--- src/rtl/binom_feeder.sv ---
// binom_feeder: repacks a 32-bit random word stream into k-bit binomial sampler operand pairs
// Ports: clk, rst_n (async active-low); start_i/mode_i/len_i set up a job of len_i beats with k from mode_i;
// rnd_data_i/rnd_valid_i/rnd_ready_o random word input; in_1_o/in_2_o/out_valid_o/out_ready_i operand beats;
// busy_o high while running, done_o one-cycle completion pulse.
// Optional macro BINOM_FEED_STATS_EN adds rnd_words_o, a saturating per-job count of accepted words.
module binom_feeder #(
  parameter int MAX_BEATS = 256,
  parameter int BUF_W = 64,
  localparam int LW = $clog2(MAX_BEATS) + 1
) (
  input  logic          clk,
  input  logic          rst_n,
  input  logic          start_i,
  input  logic [2:0]    mode_i,
  input  logic [LW-1:0] len_i,
  input  logic [31:0]   rnd_data_i,
  input  logic          rnd_valid_i,
  output logic          rnd_ready_o,
  output logic [31:0]   in_1_o,
  output logic [31:0]   in_2_o,
  output logic          out_valid_o,
  input  logic          out_ready_i,
  output logic          busy_o,
  output logic          done_o
`ifdef BINOM_FEED_STATS_EN
  , output logic [15:0] rnd_words_o
`endif
);
  localparam int CW = $clog2(BUF_W) + 1;
  typedef enum logic [1:0] {IDLE, RUN, DONE} state_t;
  state_t state_q, state_d;
  logic [3:0] k_q, k_d, k_sel;
  logic [LW-1:0] beats_q, beats_d;
  logic [13:0] need_q, need_d;
  logic [CW-1:0] cnt_q, cnt_d, base, k4;
  logic [BUF_W-1:0] buf_q, buf_d;
  logic [15:0] m, f0, f1, f2, f3;
  logic accept, pop;
  assign k_sel = mode_i == 3'd0 ? 4'd2 : mode_i == 3'd1 ? 4'd3 : mode_i == 3'd2 ? 4'd4 :
                 mode_i == 3'd3 ? 4'd5 : 4'd8;
  assign k4 = CW'({k_q, 2'b00});
  assign rnd_ready_o = state_q == RUN && cnt_q <= CW'(32) && need_q != '0;
  assign out_valid_o = state_q == RUN && cnt_q >= k4 && beats_q != '0;
  assign busy_o = state_q == RUN;
  assign done_o = state_q == DONE;
  assign accept = rnd_valid_i && rnd_ready_o;
  assign pop = out_valid_o && out_ready_i;
  // four consecutive k-bit fields from the bottom of the buffer; 3k is taken as 4k-k
  assign m = ~(16'hFFFF << k_q);
  assign f0 = buf_q[15:0] & m;
  assign f1 = 16'(buf_q >> k_q) & m;
  assign f2 = 16'(buf_q >> {k_q, 1'b0}) & m;
  assign f3 = 16'(buf_q >> (k4 - CW'(k_q))) & m;
  assign in_1_o = {f2, f0};
  assign in_2_o = {f3, f1};
  always_comb begin
    state_d = state_q;
    k_d = k_q;
    beats_d = beats_q;
    need_d = need_q;
    cnt_d = cnt_q;
    buf_d = buf_q;
    base = cnt_q;
    case (state_q)
      IDLE: if (start_i) begin
        k_d = k_sel;
        beats_d = len_i;
        need_d = 14'(len_i) * 14'({k_sel, 2'b00});
        cnt_d = '0;
        buf_d = '0;
        state_d = len_i == '0 ? DONE : RUN;
      end
      RUN: begin
        // on a simultaneous pop the new word lands just above the bits that remain after the shift
        base = pop ? cnt_q - k4 : cnt_q;
        buf_d = (pop ? buf_q >> k4 : buf_q) | (accept ? BUF_W'(rnd_data_i) << base : '0);
        cnt_d = base + (accept ? CW'(32) : CW'(0));
        need_d = accept ? need_q - (need_q > 14'd32 ? 14'd32 : need_q) : need_q;
        beats_d = beats_q - LW'(pop);
        state_d = pop && beats_q == LW'(1) ? DONE : RUN;
      end
      DONE: begin
        buf_d = '0;
        cnt_d = '0;
        state_d = IDLE;
      end
      default: state_d = IDLE;
    endcase
  end
  always_ff @(posedge clk or negedge rst_n)
    if (!rst_n) begin
      state_q <= IDLE;
      k_q <= '0;
      beats_q <= '0;
      need_q <= '0;
      cnt_q <= '0;
      buf_q <= '0;
    end else begin
      state_q <= state_d;
      k_q <= k_d;
      beats_q <= beats_d;
      need_q <= need_d;
      cnt_q <= cnt_d;
      buf_q <= buf_d;
    end
`ifdef BINOM_FEED_STATS_EN
  logic [15:0] words_q, words_d;
  assign words_d = state_q == IDLE && start_i ? 16'd0 :
                   accept && words_q != 16'hFFFF ? words_q + 16'd1 : words_q;
  always_ff @(posedge clk or negedge rst_n)
    if (!rst_n) words_q <= '0;
    else words_q <= words_d;
  assign rnd_words_o = words_q;
`endif
endmodule

--- config.mk ---
export PLATFORM = sky130hd
export DESIGN_NAME = binom_feeder
export DESIGN_NICKNAME = d
export VERILOG_FILES = /design/src/rtl/binom_feeder.sv
export SDC_FILE = /design/constraint.sdc
export NUM_CORES = 1
export LEC_CHECK = 0
export BUFFER_PORTS_ARGS = -buffer_cell sky130_fd_sc_hd__buf_4
export CORE_MARGIN = 2
export CORE_UTILIZATION = 50
export CTS_CLUSTER_DIAMETER = 60
export CTS_CLUSTER_SIZE = 12
export DETAILED_ROUTE_END_ITERATION = 10
export HOLD_SLACK_MARGIN = 0.1
export PLACE_DENSITY = 0.71
export SLEW_MARGIN = 10
export SYNTH_ARGS = -nofsm -noshare
export SYNTH_HDL_FRONTEND = slang
export SYNTH_SLANG_ARGS = --single-unit
--- constraint.sdc ---
create_clock -name clk -period 4.32 [get_ports clk]
set_input_delay 0.432 -clock clk [delete_from_list [all_inputs] [get_ports clk]]
set_output_delay 0.432 -clock clk [all_outputs]
set_load 0.01 [all_outputs]
==> results.md <==
- The flow ran to the end, and the final reports show no timing, DRC or antenna violations.
- Data on the critical path is required at its endpoint by 3.89 ns.
- Setup violations remaining at the end of the flow were counted as 0.
- The critical path capture point is in_2_o[28].
- Counting I/O delays and the setup requirement, the final critical path takes slightly above 4 ns.
- For this run, the post-layout net count is 2019.
- The die height is roughly 170 um.
- The library cell used most frequently in the layout, excluding fill and tap cells, is nand2_1.
- Of the synthesized area, sequential elements account for 0.1709.
- Entering global routing, the biggest net connects between 150 and 200 pins.
- The share of cells above drive strength 1 is 0.1734.
- Data arrives at the worst endpoint at approximately 3.7 ns.
- The final hold violation count is 0.
- Measured in cells, the most critical reg-to-reg path has a length of 10.
- The synthesized instance count is between 1500 and 2000.
- The initial antenna violation count was 1.
- The startpoint identified for the worst register-to-register timing path is k_q[2].
- For this design, the slowest cell found on the critical path is a2111oi_1.
- The floorplan step set the die width to between 150 and 200 um.
- Once detail routing completed, the nets flagged for antenna violations numbered 0.
- The via count of the first global-routing pass is around 15000.
- The region available for standard cell placement spans roughly 28000 um2.
- The worst hold path passes through 2 cells.
- The leftover overflow at the end of global routing is 0.
- The worst setup path startpoint is k_q[0].
- The synthesized area is 14350 um2.
- For this configuration, the core starts out at a cell density of 0.5040.
- The final max-slew violation count is 0.
- The number of storage elements in the synthesis netlist is 98.
- In this run, synthesis inferred 0 flip-flops with an integrated enable.
- In this design, the stage delay of the slowest critical-path cell is between 0.5 and 0.6 ns.
- The kind of start point of the critical path is a register.
- For this block, the routed nets add up to roughly 60000 um of wire.
- The total routing usage reported by global routing is 0.3900.
- The final estimated routing congestion in global placement is between 0.9 and 1.
- Leaving out fill and tap cells, the most frequent cells in the layout are 261 x nand2_1, 204 x nor2_1, 171 x buf_4.
- In this run the deepest clock path goes through 2 buffers.
- The summed negative setup slack over all endpoints is 0 ns.
- The pre-antenna-repair detailed-routing pass consisted of 8 iterations.
- For this run, the number of Yosys warnings is 0.
- TritonCTS built the clock tree.
- Setup repair after global routing left no endpoint under its margin.
- The proportion of register bits with asynchronous set or reset after synthesis is 1.000.
- The portion of the clock cycle consumed by the worst path in the final layout is 0.9551.
- The area of combinational cells with multiple inputs is between 10000 and 15000 um2.
- Among all flip-flop cells after synthesis, the most frequent one is dfrtp_1.
- The number of inserted filler cells in the final layout is 2760.
- Input and output buffers added on the ports amount to between 100 and 150.
- In this run the tightest slew margin relative to its limit is 0.2861.
- In the final routed layout, each cell accounts on average for 25.69 um.
- The sum of buffers and inverters on the critical path is 2.
- By startpoint and endpoint, the worst setup path is classified as reg -> out.
- The maximum clock frequency is 242.4 MHz.
- Relative to the synthesized area, the layout overhead comes to 10.37%.
- The per-instance average area after synthesis is 7.560 um2.
- The number of antenna diodes in the final layout is 0.
- The internal reg-to-reg setup slack is about 0.55 ns.
- Detailed placement ended at an HPWL of around 45000 um.
- The register area is between 2000 and 2500 um2.
- The die outline area is between 30000 and 40000 um2.
- The endpoint identified for the worst register-to-register timing path is buf_q[25].
- The placement row count is 62.
- The first-pass GRT wire length is about 90000 um.
- For the worst-skew pair, the clock arrives at the later sink with an insertion delay of about 0.37 ns.
- The total met3 wirelength after detailed routing is 6027 um.
- The number of different library cells in the post-synthesis netlist is 86.
- STA classifies the critical path endpoint as a primary output.
- For the pin with the worst max-slew slack, the measured transition is 1.071 ns.
- The number of DRC violations after detailed routing is 0.
- The routed wire length on met2 is 25080 um.
- Walking the worst path, the cells encountered are buf_12 > mux2i_1 > mux2i_1 > mux2_2 > nor2_1 > o21ai_0 > o21ai_0 > a2111oi_1 > buf_4.
- The count of pins on the block boundary is 117.
- In the final routing, the length of wire on met1 measures between 20000 and 25000 um.
- The total clock sinks is a little under 100.
- After clock tree synthesis, the clock-pin slew on the worst setup and hold paths is around 0.070 ns.
- The critical path's top delay family is multiplexers.
- Dividing the detail-routed via count by the number of cells gives a little under 7.
- The top fanout value on the critical path is 178.
- The maximum level of the CTS H-tree is 3.
- The detailed router finished its first iteration with around 2600 violations.
- The top layer reached by signal wires is met4.
- Counting the buffers created by CTS gives 9.
- Clock skew on the completed layout was measured at roughly 0.018 ns.
- The max-capacitance violation count is 0.
- Across all layers, the routed design uses around 16000 vias.
- The final design area excluding fillers is between 15000 and 20000 um2.
- The root buffer selected by CTS is clkbuf_16.
- The depth of the critical timing path with buffers and inverters included is 9.
- The min-delay analysis places its worst path in the category in -> reg.
- The instance area after placement is around 16000 um2.
sequential cells by signal, summed over array words and instances (netlist names):
signal and count:
cnt_q 5, state_q 2, buf_q 64, need_q 14, k_q 4, beats_q 9
how the worst min path moves through the flow:
| stage | from | end | slack (ns) |
|---|---|---|---|
| 3_3_place_gp | rst_n | need_q[4] | 0.46 |
| 4_1_cts | rnd_data_i[31] | buf_q[59] | 0.34 |
| 2_1_floorplan | rst_n | beats_q[0] | 0.14 |
| 3_5_place_dp | need_q[0] | need_q[0] | 0.46 |
| 6_report | rnd_data_i[31] | buf_q[59] | 0.35 |
| 5_1_grt | rnd_data_i[31] | buf_q[59] | 0.35 |
layer usage:
layer / global-route usage / up-vias
li1: - / 7069
met1: 0.5398 / 7568
met2: 0.5732 / 1154
met3: 0.06294 / 222
met4: 0.2338 / 0
met5: 0 / -
layout make-up:
class	count	area share
Sequential cell	98	0.1556
Tap cell	384	0.03034
Inverter	55	0.01319
Timing Repair Buffer	174	0.08422
Multi-Input combinational cell	1590	0.6993
Clock inverter	6	0.003081
Clock buffer	9	0.01422
synthesized netlist by cell type (all sizes together) (10+ instances only):
library cell / count / area share
nand2: 263 / 0.069
nor2: 207 / 0.055
o21ai: 168 / 0.060
mux2i: 159 / 0.11
a21oi: 146 / 0.051
dfrtp: 98 / 0.17
clkbuf: 94 / 0.025
buf: 65 / 0.024
mux4: 53 / 0.083
inv: 51 / 0.014
mux2: 43 / 0.034
and2: 41 / 0.018
o22ai: 38 / 0.017
nor3: 37 / 0.013
nand2b: 33 / 0.015
o211ai: 32 / 0.017
a211oi: 29 / 0.015
ha: 27 / 0.024
nand3: 27 / 0.0094
a22oi: 17 / 0.0089
o221ai: 17 / 0.010
a31oi: 16 / 0.0070
a221o: 15 / 0.010
fa: 15 / 0.021
xnor2: 15 / 0.0092
a311oi: 14 / 0.0085
or2: 13 / 0.0057
nor2b: 11 / 0.0048
a2111oi: 10 / 0.0076
a21o: 10 / 0.0052
kinds of logic (layout without fill, tap and decap cells):
logic type / after synthesis / in the layout / synth area share
simple gates: 675 / 675 / 0.2116
compound gates: 590 / 590 / 0.2660
mux: 255 / 255 / 0.2292
buf+inv: 214 / 244 / 0.06339
flops: 98 / 98 / 0.1709
fa+ha+maj: 42 / 42 / 0.04447
xor+xnor: 23 / 23 / 0.01404
other cells: 1 / 5 / 0.0002613
repair_timing:
item | in CTS | in global routing
buffers inserted | 0 | 0
resized for setup | 0 | 3
endpoints found under the setup margin | 0 | 1
hold buffers | 1 | 0
hold endpoints to repair | 40 | 0
stage by stage:
stage / setup slack (ns) / util / hold WS (ns) / cells
6_report: 0.1938 / 0.5563 / 0.3538 / 2316
5_1_grt: 0.02370 / 0.5563 / 0.3504 / 2316
4_1_cts: 0.2085 / 0.5560 / 0.3409 / 2316
3_5_place_dp: 0.2584 / 0.5460 / 0.4633 / 2300
3_3_place_gp: 0.3712 / 0.5460 / 0.4551 / 2300
2_1_floorplan: 0.02186 / - / 0.1364 / 1902
Power is not shown: default switching activity piles up to over one toggle a cycle in this logic, so the estimate is an artifact.
